## src/rtl/gpu_mem_pkg.sv

```systemverilog
// Shared types and constants for the 32-byte GPU memory combinator/separator pair.
// A combined line is 2*LANES words of W bits; each word carries one weight byte and one payload byte.
package gpu_mem_pkg;

  localparam int LANES  = 8;
  localparam int W      = 16;
  localparam int NWORDS = 2 * LANES;
  localparam int LINE_W = NWORDS * W;
  localparam int WT_W   = NWORDS * 8;
  localparam int IDX_W  = $clog2(LANES);

  typedef logic [LINE_W-1:0] line_t;

  typedef enum logic {
    IDLE  = 1'b0,
    DRAIN = 1'b1
  } state_t;

endpackage

```

## src/rtl/gpu_mem_split_word.sv

```systemverilog
// Splits one combined word into its weight high byte and its payload byte.
module gpu_mem_split_word
  import gpu_mem_pkg::*;
(
  input  logic [W-1:0] word,
  output logic [7:0]   hi,
  output logic [7:0]   lo
);

  assign hi = word[15:8];
  assign lo = word[7:0];

endmodule

```

## src/rtl/gpu_mem_separator_32b.sv

```systemverilog
// Receive-side separator: captures one combined line, presents its weight bytes as a held
// sideband and streams the LANES rebuilt payload words out one per accepted cycle.
module gpu_mem_separator_32b
  import gpu_mem_pkg::*;
(
  input  logic              clock,
  input  logic              reset,
  input  logic              io_in_valid,
  output logic              io_in_ready,
  input  logic [LINE_W-1:0] io_in_data,
  output logic              io_out_valid,
  input  logic              io_out_ready,
  output logic [W-1:0]      io_out_payload,
  output logic [IDX_W-1:0]  io_out_index,
  output logic              io_out_last,
  output logic [WT_W-1:0]   io_weights_hi,
  output logic              io_busy
);

  localparam logic [IDX_W-1:0] LAST_IDX = IDX_W'(LANES - 1);

  state_t                     state, state_next;
  line_t                      line_q;
  logic [IDX_W-1:0]           index_q, index_next;
  logic                       load;
  logic [NWORDS-1:0][7:0]     hi_bytes;
  logic [NWORDS-1:0][7:0]     lo_bytes;

  for (genvar j = 0; j < NWORDS; j++) begin : g_split
    gpu_mem_split_word u_split (
      .word (line_q[j*W +: W]),
      .hi   (hi_bytes[j]),
      .lo   (lo_bytes[j])
    );
  end

  // Even word carries the payload high byte, the following odd word the low byte.
  assign io_out_payload = {lo_bytes[{index_q, 1'b0}], lo_bytes[{index_q, 1'b1}]};
  assign io_weights_hi  = hi_bytes;
  assign io_out_index   = index_q;
  assign io_out_valid   = (state == DRAIN);
  assign io_busy        = (state == DRAIN);
  assign io_out_last    = (state == DRAIN) && (index_q == LAST_IDX);

  always_comb begin
    // NOTE: every signal gets a default before the case so no path leaves it unassigned (no latches).
    state_next  = state;
    index_next  = index_q;
    load        = 1'b0;
    io_in_ready = 1'b0;
    case (state)
      IDLE: begin
        io_in_ready = 1'b1;
        if (io_in_valid) begin
          load       = 1'b1;
          index_next = '0;
          state_next = DRAIN;
        end
      end
      DRAIN: begin
        if (io_out_ready) begin
          if (index_q == LAST_IDX) begin
            // Final word leaves this edge, so a waiting line can be taken on the same edge.
            io_in_ready = 1'b1;
            index_next  = '0;
            if (io_in_valid) load = 1'b1;
            else             state_next = IDLE;
          end else begin
            index_next = index_q + IDX_W'(1);
          end
        end
      end
      default: state_next = IDLE;
    endcase
    if (reset) io_in_ready = 1'b0;
  end

  // NOTE: sequential state uses non-blocking assignments so all registers update from pre-edge values.
  always_ff @(posedge clock or posedge reset) begin
    if (reset) begin
      state   <= IDLE;
      index_q <= '0;
      // NOTE: the line register is reset because the payload and weight outputs read it directly.
      line_q  <= '0;
    end else begin
      state   <= state_next;
      index_q <= index_next;
      if (load) line_q <= io_in_data;
    end
  end

endmodule

```

## config.mk

```make
export PLATFORM = sky130hd
export DESIGN_NAME = gpu_mem_separator_32b
export DESIGN_NICKNAME = d
export VERILOG_FILES = /design/src/rtl/gpu_mem_pkg.sv /design/src/rtl/gpu_mem_split_word.sv /design/src/rtl/gpu_mem_separator_32b.sv
export SDC_FILE = /design/constraint.sdc
export NUM_CORES = 1
export LEC_CHECK = 0
export CAP_MARGIN = 20
export CORE_MARGIN = 2
export CORE_UTILIZATION = 40
export DETAILED_ROUTE_END_ITERATION = 8
export PLACE_DENSITY = 0.82
export SYNTH_ARGS = -nofsm -noshare
export SYNTH_HDL_FRONTEND = slang
export SYNTH_SLANG_ARGS = --single-unit
export TNS_END_PERCENT = 20
```

## constraint.sdc

```tcl
create_clock -name clock -period 7.4 [get_ports clock]
set_input_delay 0.74 -clock clock [delete_from_list [all_inputs] [get_ports clock]]
set_output_delay 0.74 -clock clock [all_outputs]
set_load 0.02 [all_outputs]
```

==> flow_summary.yaml, run 1 <==
logic_synthesis:
  syn_inst: 619
  synth_fp_nets: 882
  synth_fa_ha_area_frac: 0.00341
  synth-seq-cells: 260
  yosys.area_share.simple: 0.00273
  synth_area_per_cell_um2: 17.8
  muxShareOfSynthArea: 0.355
  synth_edf_count: 0
  synthArstFlopShare: 1.00
  synth_top_flop_cell: "dfrtp_1"
  ys_types: 23
  yosysSeqAreaShare: 0.591
  synth_compound_area_frac: 0.00307
  synth_top_family_by_area: "multiplexers"
  synth_area_um2: 11000
  synth_warnings: 0
  synth_xor_area_frac: 0
grt:
  grt_pass1_vias: 7518
  grt_max_degree: 161
  grtUsageTotal: 0.187
  antenna_found_initial: 1
  grt_pass1_wl_mm: 41.8
  overflow: 0
sta:
  finalMaxSlewViolations: 0
  hold_viol_final: 0
  period_needed_ns: 3.94
  timing.slew.headroom: 0.314
  fin_tns_setup_ns: 0
  setup_viol: 0
  fin_crit_sh: 0.533
  holdWs_ns: 0.482
  rsz0062_at_grt: "no"
  worst_pin_slew_ns: 1.03
  clock.fmax_mhz: 254
  skew_ns: 0.00795
die:
  num_rows: 60
  fp.coreArea_um2: 27000
  io_pins: 411
  start_util: 0.408
  die_y_um: 170
  dieArea_um2: 28900
  fp.dieW_um: 170
pwr:
  vdd_drop_max_mv: 0.257
  p_leak_nw: 6.96
  powerDensity_nw_per_um2: 419
  finalPower_mw: 6.77
critical_path:
  r2r_start: "io_out_index[1]"
  crit_type: "reg -> out"
  cp.arrival_ns: 3.20
  critPathCaptureType: "primary output"
  worst-path-max-fanout: 18
  critical_path.max_stage_delay_ns: 0.71
  cp_slowest_cell: "dfrtp_2"
  regToRegSetupSlack_ns: 3.99
  critPathLaunchType: "flip-flop"
  crit_required_ns: 6.66
  path_cells: "buf_4 > mux4_1 > mux2_2 > clkdlybuf4s50_1"
  worstRegToRegCells: 6
  r2r_end: "line_q[137]"
layout:
  stdcell_area_um2: 16200
  fillers: 2015
  postLayoutCoreUtil: 0.598
  syn_to_final_growth_pct: 46.6
  nets: 1290
  drive_gt1_frac: 0.0837
detailed_routing:
  drt_first_pass_iters: 4
  routedWlPerCell_um: 19.9
  vias: 6827
  vias_per_cell: 4.90
  drc: 0
  drtIter0Drc: 248
  wl_mm: 27.8
  antenna_left: 0
clock_network:
  cts_tree: "done"
  insertion_delay_ns: 0.55
  post_cts_buffers: 0
  cts_sinks: 260
  cts_htree_levels: 1
  cts_buffer_depth: 3
  cts-root-buf: "clkbuf_16"
  path_clk_slew_ns: 0.06
  postCtsResizedCells: 0
  cts_hold_buf: 0
  cts_buffers: 30
placed_design:
  hpwl_mm: 19.9
  placed_area_um2: 15100
  io_buffers: 410
  gp_congestion: 0.745
run_status:
  status: "completed"
hold_path:
  min-delay-start: "line_q[134]"
  hold_depth: 1
  holdPathEnd: "line_q[134]"
  hold_path.class: "reg -> reg"
run:
  max_cap_viol_count: 0
logic make-up after synthesis:
logic type / after synthesis
simple gates: 6
flops: 260
mux: 306
fa+ha+maj: 3
buf+inv: 40
compound gates: 4
through the flow:
stage               setup WS, ns  std cells
finish                      3.46       1393
global route                3.29       1393
CTS                         3.34       1392
detailed placement          3.91       1336
global placement            3.93       1336
floorplan                   3.23        619
placed cells by master (no fill, tap or decap):
cell type | synthesis | final
mux2i_1 | 1 | 1
ha_1 | 3 | 3
mux2_1 | 247 | 247
mux2_2 | 26 | 26
and2_1 | 1 | 1
buf_4 | 1 | 3
a22o_1 | 1 | 1
mux4_1 | 28 | 28
dfrtp_2 | 0 | 2
nand2_1 | 2 | 2
clkbuf_1 | 0 | 8
a32o_1 | 1 | 1
inv_8 | 0 | 1
a21oi_1 | 1 | 1
dfrtp_1 | 260 | 258
bufinv_16 | 0 | 2
mux4_2 | 4 | 4
buf_12 | 2 | 2
diode_2 | 0 | 1
nor2_1 | 1 | 1
clkbuf_8 | 2 | 7
clkdlybuf4s50_1 | 0 | 410
clkinvlp_4 | 0 | 3
a21bo_2 | 1 | 1
clkinv_2 | 0 | 5
nand2_8 | 0 | 1
clkbuf_16 | 0 | 31
nand2b_1 | 1 | 1
registers in the layout, indices dropped and copies added, names as in the netlist:
register and count:
io_busy 1, io_out_index 3, line_q 256
critical path, delay by kind of cell (launching register included):
family	cells	cell delay, ns
multiplexers	2	0.95
buffers and inverters	2	1.00
flip-flops	1	0.71
final cells by class:
| cell class | instances | area, um^2 | area share |
|---|---|---|---|
| antenna | 1 | 2.50 | 0.000155 |
| clock inverter | 10 | 111 | 0.00689 |
| tap | 341 | 427 | 0.0264 |
| clock buffer | 46 | 902 | 0.0559 |
| sequential | 260 | 6510 | 0.403 |
| inverter | 1 | 7.51 | 0.000465 |
| multi-input combinational | 319 | 4030 | 0.249 |
| timing repair buffer | 415 | 4170 | 0.258 |
synthesized netlist by cell type (2+ instances only):
| library cell | count | share of area |
|---|---|---|
| mux4_1 | 28 | 0.067 |
| buf_6 | 21 | 0.021 |
| mux2_2 | 26 | 0.027 |
| mux2_1 | 247 | 0.25 |
| buf_8 | 12 | 0.016 |
| clkbuf_8 | 2 | 0.0025 |
| nand2_1 | 2 | 0.00068 |
| buf_12 | 2 | 0.0036 |
| dfrtp_1 | 260 | 0.59 |
| ha_1 | 3 | 0.0034 |
| mux4_2 | 4 | 0.0082 |
worst max-delay path by stage:
stage,slack (ns),to,startpoint,depth (start not counted)
6_report,3.46,io_out_payload[13],io_out_index[0],4
5_1_grt,3.29,io_out_payload[13],io_out_index[0],4
4_1_cts,3.34,io_out_payload[13],io_out_index[0],4
3_5_place_dp,3.91,line_q[137],io_out_ready,5
3_3_place_gp,3.93,line_q[81],io_out_ready,5
2_1_floorplan,3.23,io_busy,reset,1
metal layers:
layer  vias up  part of all wire  global-route usage
li1       3102                 -                   -
met1      3398              0.36               0.197
met2       273              0.52               0.346
met3        54             0.090              0.0656
met4         0             0.034              0.0632
met5         -                 0                   0
power by group:
group / total, mW / internal (mW) / switching (mW)
logic: 2.73 / 1.54 / 1.19
clock network: 1.49 / 0.907 / 0.581
registers: 2.55 / 2.12 / 0.431
total: 6.77 / 4.57 / 2.20
(Power assumes the default switching activity.)
==> inputs of run 2 (changes only) <==
Clock period 7.4 ns to 3.3 ns, I/O delays scaled along.
==> run 2 against run 1 <==
Against the previous run:
- critical path depth is 1 lower
- clock-buffer cell count down 3
- combinational power up 130%
- global-route usage up 0.58 points
- total power is 120% higher
- register-to-register slack worse by 3.4 ns
==> flow_summary.yaml, run 2 (same netlist as run 1, synthesis figures left out) <==
placed_design:
  io_buffers: 410
  pre_cts_ws_ns: 0.477
  hpwl_mm: 21.0
  placed_area_um2: 15300
  placed_cells: 1348
  gp_congestion: 0.746
detailed_routing:
  drc: 0
  antenna_left: 0
  wl_mm: 28.3
  routedWlPerCell_um: 20.1
  vias: 6909
  vias_per_cell: 4.92
  drt_first_pass_iters: 4
  drtIter0Drc: 276
pwr:
  power_switching_mw: 4.90
  p_leak_nw: 7.03
  finalPower_mw: 15.1
  vdd_drop_max_mv: 0.640
  p_comb_frac: 0.413
  powerDensity_nw_per_um2: 926
  power_frac_seq: 0.377
  clock_power_share: 0.210
  internal_power_mw: 10.2
  swShare: 0.325
critical_path:
  worst-path-max-fanout: 31
  r2r_end: "line_q[104]"
  crit_type: "reg -> out"
  regToRegSetupSlack_ns: 0.64
  cp.arrival_ns: 2.79
  crit_required_ns: 2.97
  worstRegToRegCells: 6
  critPathLaunchType: "flip-flop"
  critPathCaptureType: "primary output"
  r2r_start: "io_out_index[2]"
clock_network:
  cts_sinks: 260
  cts_buffers: 29
  cts_tree: "done"
  cts-root-buf: "clkbuf_16"
  path_clk_slew_ns: 0.06
  cts_htree_levels: 1
  cts_hold_buf: 0
  insertion_delay_ns: 0.53
  cts_buffer_depth: 3
sta:
  holdWs_ns: 0.297
  period_needed_ns: 3.12
  rsz0062_at_grt: "no"
  fin_crit_sh: 0.945
  skew_ns: 0.00476
  timing.slew.headroom: 0.517
  hold_viol_final: 0
  finalMaxSlewViolations: 0
  clock.fmax_mhz: 321
  setup_viol: 0
  worst_pin_slew_ns: 0.723
  timing.final.ws_setup_ns: 0.180
hold_path:
  hold_path.class: "in -> async"
die:
  fp.coreArea_um2: 27000
  dieArea_um2: 28900
  fp.dieW_um: 170
  num_rows: 60
  io_pins: 411
  start_util: 0.408
  die_y_um: 170
layout:
  stdcell_area_um2: 16300
  drive_gt1_frac: 0.0942
  final_cell_mix: "clkdlybuf4s50_1, dfrtp_1, mux2_1"
  stdcell_count: 1405
  fillers: 2043
  largest_reg_flops: 256
  multi_input_area_um2: 4030
  largest-register: "line_q"
  nets: 1304
  layout_commonest_cell: "clkdlybuf4s50_1"
  syn_to_final_growth_pct: 47.7
  seq_area_um2: 6510
grt:
  antenna_found_initial: 2
  overflow: 0
  grtUsageTotal: 0.193
  grt_max_degree: 61
  grt_pass1_vias: 7514
  grt_pass1_wl_mm: 42.8
run_status:
  status: "completed"
run:
  max_cap_viol_count: 0
## run 2: worst max-delay path: stages, from the launching register on
cell	delay [ns]
dfrtp_4	0.75
mux4_1	0.67
mux2_2	0.28
clkdlybuf4s50_1	0.54
## run 2: how the worst max path moves through the flow
stage / start / endpoint
after floorplan: reset / io_busy
after global placement: io_out_index[2] / io_out_payload[15]
after detailed placement: io_out_index[2] / io_out_payload[15]
after CTS: io_out_index[0] / io_out_payload[14]
after global routing: io_out_index[2] / io_out_payload[8]
final: io_out_index[2] / io_out_payload[1]
## run 2: stage by stage
stage | util | TNS, ns
5_1_grt | 0.602 | 0
3_5_place_dp | 0.566 | 0
3_3_place_gp | 0.566 | 0
4_1_cts | 0.601 | 0
6_report | 0.602 | 0
2_1_floorplan | - | -118.97
## run 2: layout make-up
type,instances,area share
Tap cell,341,0.0262
Timing Repair Buffer,430,0.268
Sequential cell,260,0.400
Multi-Input combinational cell,319,0.247
Inverter,1,0.000461
Clock buffer,43,0.0521
Clock inverter,9,0.00600
Antenna cell,2,0.000308
## run 2: layer usage
layer	global-route usage	routed length (um)
met2	0.366	15100
met1	0.207	10200
met3	0.0558	2190
met4	0.0554	823
met5	0	0
## run 2: power groups by stage
stage / combinational [mW] / clock (mW) / sequential [mW]
after floorplan: 2.59 / 0 / 6.38
after global placement: 6.17 / 0 / 5.69
after detailed placement: 6.28 / 0 / 5.78
after CTS: 6.32 / 3.26 / 5.74
after global routing: 6.62 / 3.38 / 5.89
final: 6.23 / 3.17 / 5.68
## run 2: repair_timing
| action | CTS | global route |
|---|---|---|
| setup endpoints to repair | 14 | 3 |
| gates resized for setup | 1 | 0 |
| buffers inserted | 0 | 3 |
| cloned | 0 | 0 |
| hold endpoints to repair | 0 | 0 |
==> inputs of run 3 (changes only) <==
Settings changed: CORE_ASPECT_RATIO from default to 0.5, SKIP_LAST_GASP from default to 1.
==> run 3 against run 2 <==
Against the previous run:
- global-route usage grew 0.58 points
- utilization shrank 0.10 points
- sequential power about the same
- setup slack worse by 0.046 ns
- flip-flop and latch count stayed put
- clock skew up 0.011 ns
- clock-buffer cell count down 7
- clock power fell by 12%
- critical path type unchanged
- largest power group unchanged
==> flow_summary.yaml, run 3 (same netlist as run 1, synthesis figures left out) <==
run_status:
  status: "completed"
clock_network:
  cts_buffer_depth: 3
  cts_htree_levels: 1
  insertion_delay_ns: 0.52
  post_cts_buffers: 0
  cts_tree: "done"
  cts-root-buf: "clkbuf_16"
  cts_sinks: 260
  cts_buffers: 24
  path_clk_slew_ns: 0.07
  cts_hold_buf: 0
placed_design:
  placed_area_um2: 15300
  gp_congestion: 0.824
  io_buffers: 410
  hpwl_mm: 21.7
detailed_routing:
  drt_first_pass_iters: 4
  drtIter0Drc: 245
  vias: 6836
  routedWlPerCell_um: 20.5
  drc: 0
  vias_per_cell: 4.90
  antenna_left: 0
  wl_mm: 28.6
grt:
  grt_max_degree: 77
  grt_pass1_vias: 7760
  antenna_found_initial: 1
  grtUsageTotal: 0.198
  overflow: 0
  grt_pass1_wl_mm: 44.4
pwr:
  p_leak_nw: 6.92
  vdd_drop_max_mv: 0.485
  powerDensity_nw_per_um2: 913
layout:
  postLayoutCoreUtil: 0.601
  final_cell_mix: "clkdlybuf4s50_1, dfrtp_1, mux2_1"
  stdcell_area_um2: 16100
  largest-register: "line_q"
  drive_gt1_frac: 0.0805
  nets: 1291
  largest_reg_flops: 256
  syn_to_final_growth_pct: 45.9
  layout_commonest_cell: "clkdlybuf4s50_1"
critical_path:
  critPathCaptureType: "primary output"
  crit_required_ns: 2.97
  crit_type: "reg -> out"
  critPathLaunchType: "flip-flop"
  regToRegSetupSlack_ns: 0.72
  cp.arrival_ns: 2.84
  worst-path-max-fanout: 12
sta:
  clock.fmax_mhz: 316
  holdWs_ns: 0.356
  fin_crit_sh: 0.959
  setup_viol: 0
  finalMaxSlewViolations: 0
  worst_pin_slew_ns: 0.813
  timing.slew.headroom: 0.457
  skew_ns: 0.0159
  period_needed_ns: 3.17
  hold_viol_final: 0
  rsz0062_at_grt: "no"
hold_path:
  hold_path.class: "in -> async"
die:
  start_util: 0.412
  io_pins: 411
  fp.dieW_um: 239
  num_rows: 42
  dieArea_um2: 29000
  die_y_um: 121
  fp.coreArea_um2: 26700
run:
  max_cap_viol_count: 0
## run 3: area by class of cell
cell class	instances	area, um^2
clock buffer	36	737
sequential	260	6510
clock inverter	5	50.0
tap	352	440
multi-input combinational	319	4030
timing repair buffer	422	4310
fill	1990	10700
inverter	1	7.51
antenna	1	2.50
## run 3: worst paths after layout
check / startpoint / end / cells after the start
worst max-delay path: io_out_index[0] / io_out_payload[2] / 4
worst min-delay path: reset / line_q[7] / 2
worst max register to register: io_out_index[2] / line_q[135] / 6
worst min register to register: line_q[160] / line_q[160] / 1
max in group asynchronous: reset / line_q[162] / 3
min in group clock: io_in_data[253] / line_q[253] / 2
## run 3: timing repair
action	4_1_cts	5_1_grt
resized for setup	0	1
endpoints found under the setup margin	0	2
endpoints found under the hold margin	0	0
## run 3: power by group
group | switching, mW | leakage, nW | internal, mW
Combinational | 2.71 | 3.37 | 3.49
Clock | 1.19 | 0.393 | 1.61
Sequential | 0.923 | 3.16 | 4.75
Total | 4.82 | 6.92 | 9.86
## run 3: worst max-delay path: stages, from the launching register on
cell	delay, ns
dfrtp_2	0.58
buf_4	0.31
mux4_1	0.61
mux2_2	0.28
clkdlybuf4s50_1	0.54
## run 3: layer usage
metal	vias up	part of all wire	global-route usage
li1	3095	-	-
met1	3537	0.40	0.243
met3	61	0.034	0.0325
met5	-	0	0
met4	0	0.032	0.0645
met2	143	0.54	0.359
## run 3: per-stage QoR
stage	std cells	total power, mW	worst slack (ns)	TNS, ns
finish	1396	14.7	0.134	0
global route	1396	15.5	0.0192	0
CTS	1395	14.9	0.0430	0
detailed placement	1354	12.0	0.599	0
global placement	1354	11.8	0.622	0
floorplan	619	8.97	-0.458	-118.97
